File: src/rtl/ps2_pkg.sv
// Shared constants and FSM state type for the PS/2 keyboard control path.
// Scancode values are PS/2 set 2.
package ps2_pkg;

  localparam logic [7:0] SC_EXT    = 8'hE0;
  localparam logic [7:0] SC_BRK    = 8'hF0;
  localparam logic [7:0] SC_LSHIFT = 8'h12;
  localparam logic [7:0] SC_RSHIFT = 8'h59;

  typedef enum logic {
    IDLE,
    DECODE
  } state_t;

endpackage

File: src/rtl/ps2_scan2ascii.sv
// Combinational set-2 scancode to lowercase ASCII lookup: letters, digits,
// space and enter; every other code maps to ASCII_NONE.
module ps2_scan2ascii #(
  parameter logic [7:0] ASCII_NONE = 8'h00
) (
  input  logic [7:0] scan,
  output logic [7:0] ascii
);

  always_comb begin
    // NOTE: the default assignment first keeps unlisted codes from inferring a latch.
    ascii = ASCII_NONE;
    case (scan)
      8'h1C: ascii = 8'h61; 8'h32: ascii = 8'h62; 8'h21: ascii = 8'h63;
      8'h23: ascii = 8'h64; 8'h24: ascii = 8'h65; 8'h2B: ascii = 8'h66;
      8'h34: ascii = 8'h67; 8'h33: ascii = 8'h68; 8'h43: ascii = 8'h69;
      8'h3B: ascii = 8'h6A; 8'h42: ascii = 8'h6B; 8'h4B: ascii = 8'h6C;
      8'h3A: ascii = 8'h6D; 8'h31: ascii = 8'h6E; 8'h44: ascii = 8'h6F;
      8'h4D: ascii = 8'h70; 8'h15: ascii = 8'h71; 8'h2D: ascii = 8'h72;
      8'h1B: ascii = 8'h73; 8'h2C: ascii = 8'h74; 8'h3C: ascii = 8'h75;
      8'h2A: ascii = 8'h76; 8'h1D: ascii = 8'h77; 8'h22: ascii = 8'h78;
      8'h35: ascii = 8'h79; 8'h1A: ascii = 8'h7A;
      8'h45: ascii = 8'h30; 8'h16: ascii = 8'h31; 8'h1E: ascii = 8'h32;
      8'h26: ascii = 8'h33; 8'h25: ascii = 8'h34; 8'h2E: ascii = 8'h35;
      8'h36: ascii = 8'h36; 8'h3D: ascii = 8'h37; 8'h3E: ascii = 8'h38;
      8'h46: ascii = 8'h39;
      8'h29: ascii = 8'h20;
      8'h5A: ascii = 8'h0D;
      default: ascii = ASCII_NONE;
    endcase
  end

endmodule

File: src/rtl/ps2_key_ctrl.sv
// Pops PS/2 scancodes from the receiver FIFO, decodes make/break/extended
// sequences and drives the display. Define PS2_SHIFT_CASE_EN for shift-aware case.
module ps2_key_ctrl
  import ps2_pkg::*;
#(
  parameter logic [23:0] TMO_CYCLES = 24'd5_000_000,
  parameter logic [7:0]  ASCII_NONE = 8'h00
) (
  input  logic       clk,
  input  logic       clrn,
  input  logic [7:0] kb_data,
  input  logic       kb_ready,
  input  logic       kb_overflow,
  output logic       kb_nextdata_n,
  output logic [7:0] key_num,
  output logic [7:0] asc_num,
  output logic [7:0] key_times,
  output logic       seg_blank,
  output logic       ovf_sticky
);

  state_t      state;
  logic [7:0]  byte_q;
  logic        brk;
  logic        ext;
  logic        held;
  logic [8:0]  held_code;
  logic [23:0] tmo_cnt;
  logic [7:0]  rom_asc;
  logic [7:0]  asc_next;
`ifdef PS2_SHIFT_CASE_EN
  logic        shift_l;
  logic        shift_r;
`endif

  ps2_scan2ascii #(.ASCII_NONE(ASCII_NONE)) u_scan2ascii (
    .scan  (byte_q),
    .ascii (rom_asc)
  );

  always_comb begin
    asc_next = ext ? ASCII_NONE : rom_asc;
`ifdef PS2_SHIFT_CASE_EN
    if (!ext && (shift_l || shift_r) && rom_asc >= 8'h61 && rom_asc <= 8'h7A)
      asc_next = rom_asc - 8'h20;
`endif
  end

  // NOTE: sequential state uses <= only, so every register sees pre-edge values.
  always_ff @(posedge clk or negedge clrn) begin
    if (!clrn) begin
      state         <= IDLE;
      byte_q        <= 8'h00;
      kb_nextdata_n <= 1'b1;
      key_num       <= 8'h00;
      asc_num       <= 8'h00;
      key_times     <= 8'h00;
      seg_blank     <= 1'b1;
      ovf_sticky    <= 1'b0;
      brk           <= 1'b0;
      ext           <= 1'b0;
      held          <= 1'b0;
      held_code     <= 9'h000;
      tmo_cnt       <= 24'd0;
`ifdef PS2_SHIFT_CASE_EN
      shift_l       <= 1'b0;
      shift_r       <= 1'b0;
`endif
    end else begin
      if (kb_overflow) ovf_sticky <= 1'b1;

      case (state)
        IDLE: begin
          if (kb_ready) begin
            byte_q        <= kb_data;
            kb_nextdata_n <= 1'b0;
            tmo_cnt       <= 24'd0;
            state         <= DECODE;
          end else if (brk || ext) begin
            // A dangling prefix is dropped so a lost byte cannot poison the next key.
            if (tmo_cnt == TMO_CYCLES - 24'd1) begin
              brk     <= 1'b0;
              ext     <= 1'b0;
              tmo_cnt <= 24'd0;
            end else begin
              tmo_cnt <= tmo_cnt + 24'd1;
            end
          end
        end

        DECODE: begin
          kb_nextdata_n <= 1'b1;
          state         <= IDLE;
          if (byte_q == SC_EXT) begin
            ext <= 1'b1;
          end else if (byte_q == SC_BRK) begin
            brk <= 1'b1;
`ifdef PS2_SHIFT_CASE_EN
          end else if (!ext && (byte_q == SC_LSHIFT || byte_q == SC_RSHIFT)) begin
            if (byte_q == SC_LSHIFT) shift_l <= !brk;
            else                     shift_r <= !brk;
            brk <= 1'b0;
            ext <= 1'b0;
`endif
          end else if (brk) begin
            // Only releasing the last-pressed key blanks the display.
            if ({ext, byte_q} == held_code) begin
              held      <= 1'b0;
              seg_blank <= 1'b1;
            end
            brk <= 1'b0;
            ext <= 1'b0;
          end else if (held && {ext, byte_q} == held_code) begin
            ext <= 1'b0;
          end else begin
            key_num   <= byte_q;
            asc_num   <= asc_next;
            key_times <= key_times + 8'd1;
            held      <= 1'b1;
            held_code <= {ext, byte_q};
            seg_blank <= 1'b0;
            ext       <= 1'b0;
          end
        end

        default: state <= IDLE;
      endcase
    end
  end

endmodule

File: config.mk
export PLATFORM = sky130hd
export DESIGN_NAME = ps2_key_ctrl
export DESIGN_NICKNAME = d
export VERILOG_FILES = /design/src/rtl/ps2_pkg.sv /design/src/rtl/ps2_scan2ascii.sv /design/src/rtl/ps2_key_ctrl.sv
export SDC_FILE = /design/constraint.sdc
export NUM_CORES = 1
export LEC_CHECK = 0
export ABC_AREA = 1
export CORE_UTILIZATION = 56
export CTS_BUF_LIST = sky130_fd_sc_hd__clkbuf_4
export CTS_CLUSTER_DIAMETER = 150
export DETAILED_ROUTE_END_ITERATION = 8
export DONT_BUFFER_PORTS = 1
export PLACE_DENSITY = 0.71
export SLEW_MARGIN = 0
export SYNTH_ARGS = -nofsm -noshare
export SYNTH_HDL_FRONTEND = slang
export SYNTH_SLANG_ARGS = --single-unit
File: constraint.sdc
create_clock -name clk -period 2.2 [get_ports clk]
set_input_delay 0.11 -clock clk [delete_from_list [all_inputs] [get_ports clk]]
set_output_delay 0.11 -clock clk [all_outputs]
set_load 0.05 [all_outputs]
==> results by group <==
Global routing
  – First-pass GRT wire length: 17350 um
  – GRT Overall Usage: 0.2934
  – Initial antenna violation count: 0
  – Largest net degree at the start of global routing: 64
  – Total grt overflow: 0
  – Vias in the first global route: 3710

Route
  – Post-route ant nets: 0
  – Drt first pass iters: 5
  – DRT iter0 DRCs: 321
  – DRC Markers: 0
  – Wire per inst: 14.43 um
  – Final WL: 10310 um
  – DR vias/cell: 5.522
  – Via count: 3943

Cells and area
  – Area Growth Syn to Fin: 11.08%
  – Fillers: 659
  – Post-layout nets: 634
  – Commonest non-fill, non-tap cell in the layout: nand2_1
  – Post-layout util: 0.6558
  – Most frequent cells in the layout: nand2_1, dfrtp_1, inv_1
  – N_diodes: 0
  – Ratio of cells with drive above 1 in the final layout: 0.08738

Yosys
  – Leading area contributor after synthesis: dfrtp_1
  – Top cells by area in the synthesized netlist: dfrtp_1, nand2_1, nand3_1
  – Synthesized area per cell: 6.947 um^2
  – Sequential area share after synthesis: 0.3872
  – FFs w/ async S/R, synth: 1.000
  – Post-Syn Instances: 587
  – Ys flop type: dfrtp_1
  – Post-synth EDFFs: 0
  – Seq cells post-synth: 63
  – Synth Cell Area: 0.004078 mm^2
  – Library cells used by synthesis: 34
  – Synth Warn #: 0
  – Synth top area share: 0.3743
  – Syn Nets: 608

Min path
  – Hold/Removal Path Class: primary input to register
  – Hold EP: brk
  – HP Start: kb_ready
  – Hold path depth: 4

Critical path
  – Crit start category: register
  – Critical Path End Type: register
  – Critical path type: register to register
  – Crit-path max FO: 9
  – R2R setup slack: 330 ps
  – FF-to-FF path depth: 11
  – Crit Reg-Reg Endpoint: asc_num[1]
  – Reg2reg start: byte_q[1]
  – CP Data Required Time: 2540 ps
  – Crit path arrival time: 2210 ps

Timing
  – Max-slew violations: 0
  – Worst-Margin Slew: 595.1 ps
  – Slew headroom: 0.6033
  – Post-route setup slack: 327.2 ps
  – Max Fclk: 534.0 MHz
  – Final hold viol count: 0
  – Fin crit share: 0.8513
  – Min cycle time layout: 1873 ps
  – TNS Setup: 0 ps
  – Endpoints failing setup: 0
  – RSZ-0062 raised after global routing: false
  – Setup Skew: 16.29 ps

Clock network
  – H-tree level count: 3
  – CTS Root Buffer Type: clkbuf_4
  – Num CTS Buffers: 9
  – Clk_lat worst skew: 400 ps
  – CTS tree: done
  – CTS Buffer Depth: 2
  – Cts hold-fix bufs: 12
  – Sink Count: 63
  – Post-CTS resize count: 0
  – Worst-path clk slew: 110 ps
  – Setup bufs post-CTS: 0

Floorplan
  – Num ports: 39
  – # rows: 30
  – Die Wd: 87.33 um
  – Initial Utilization: 0.5904
  – Die Height: 87.33 um
  – Die area: 0.007627 mm^2
  – Core Box Area: 0.006907 mm^2

Placement
  – I/O Buffers: 0
  – Final HPWL DP: 7643 um
  – Gp weighted congestion: 0.9799
  – Setup slack at placement: 350.2 ps

Pwr
  – Maximum VDD drop: 477.7 uV
  – PD cells: 788.5 mW/mm^2
  – Power after layout: 3.571 mW
  – Leak: 2.194 nW

Outcome
  – Status: finished, final reports clean

Flow run
  – Max-cap check violation count: 0
[through the flow]
step / std cells / instance area, um^2 / hold WS (ps)
after CTS: 714 / 4529 / 7.640
final: 714 / 4529 / 33.88
after global routing: 714 / 4529 / 31.37
after global placement: 686 / 4254 / -184.4
after floorplan: 587 / 4078 / -185.6
after detailed placement: 686 / 4254 / -184.4
[worst max-delay path by stage]
| stage | start | end | cells past startpoint |
|---|---|---|---|
| after global placement | byte_q[1] | asc_num[1] | 11 |
| after floorplan | byte_q[1] | held | 12 |
| after detailed placement | byte_q[2] | asc_num[3] | 9 |
| final | byte_q[1] | asc_num[1] | 11 |
| after CTS | byte_q[2] | asc_num[5] | 9 |
| after global routing | byte_q[1] | asc_num[1] | 11 |
[synthesized netlist by cell type, types with 2 or more instances]
cell        n
clkbuf_1    2
or2_2       3
inv_1      56
dfstp_2     2
ha_1        9
buf_2       9
inv_2       2
nor2_1     51
nand2_1   194
a21oi_1     9
nand4_1    19
xnor2_1    12
dfrtp_1    61
o21bai_1    2
buf_4       9
xor2_1     11
o211ai_1    3
nor3_1     14
nand3_1    55
buf_6       3
o21ai_0    48
[final cells by class]
| type | count | area, um^2 | share of cell area |
|---|---|---|---|
| clock inverter | 6 | 62.56 | 0.01381 |
| sequential | 63 | 1579 | 0.3486 |
| tap | 96 | 120.1 | 0.02652 |
| clock buffer | 10 | 75.07 | 0.01657 |
| multi-input combinational | 441 | 2118 | 0.4677 |
| inverter | 59 | 221.5 | 0.04889 |
| timing repair buffer | 39 | 352.8 | 0.07790 |
[sequential cells by signal, summed over array words and instances (netlist names)]
register,count
kb_nextdata_n,1
state,1
seg_blank,1
key_times,8
held,1
ext,1
asc_num,7
key_num,7
byte_q,8
ovf_sticky,1
held_code,2
tmo_cnt,24
brk,1
[metal layers]
| metal | wire length (um) | share of wire | up-vias | track usage |
|---|---|---|---|---|
| met5 | 0 | 0 | - | 0 |
| met4 | 213 | 0.021 | 0 | 0.09836 |
| met3 | 815 | 0.079 | 23 | 0.07109 |
| met2 | 4462 | 0.43 | 147 | 0.4453 |
| met1 | 4815 | 0.47 | 1845 | 0.4095 |
| li1 | - | - | 1928 | - |
[cell families (layout without fill, tap and decap cells)]
| group | count (synthesis) | in the layout | share of synthesized area |
|---|---|---|---|
| simple gates | 343 | 343 | 0.3572 |
| buf+inv | 83 | 114 | 0.09328 |
| flops | 63 | 63 | 0.3872 |
| other cells | 1 | 1 | 0.0009196 |
| compound gates | 64 | 64 | 0.08192 |
| mux | 1 | 1 | 0.002455 |
| xor+xnor | 23 | 23 | 0.04940 |
| fa+ha+maj | 9 | 9 | 0.02762 |
[critical path, cell delays in order (launching register included)]
cell and delay (ps):
dfrtp_1 470, inv_1 110, buf_4 170, ha_1 170, nand2_1 170, nand3_1 200
nand3_1 100, nand2_1 60, nand3_1 90, a21oi_1 170, nand2_1 70, nand2_1 50
[where the power goes]
group	internal (mW)	leakage, nW	switching (mW)	total (mW)
clock network	0.355	0.0700	0.429	0.784
registers	1.30	0.828	0.308	1.61
logic	0.397	1.30	0.784	1.18
total	2.05	2.19	1.52	3.57
No activity file was read; power rests on OpenSTA's default activity.
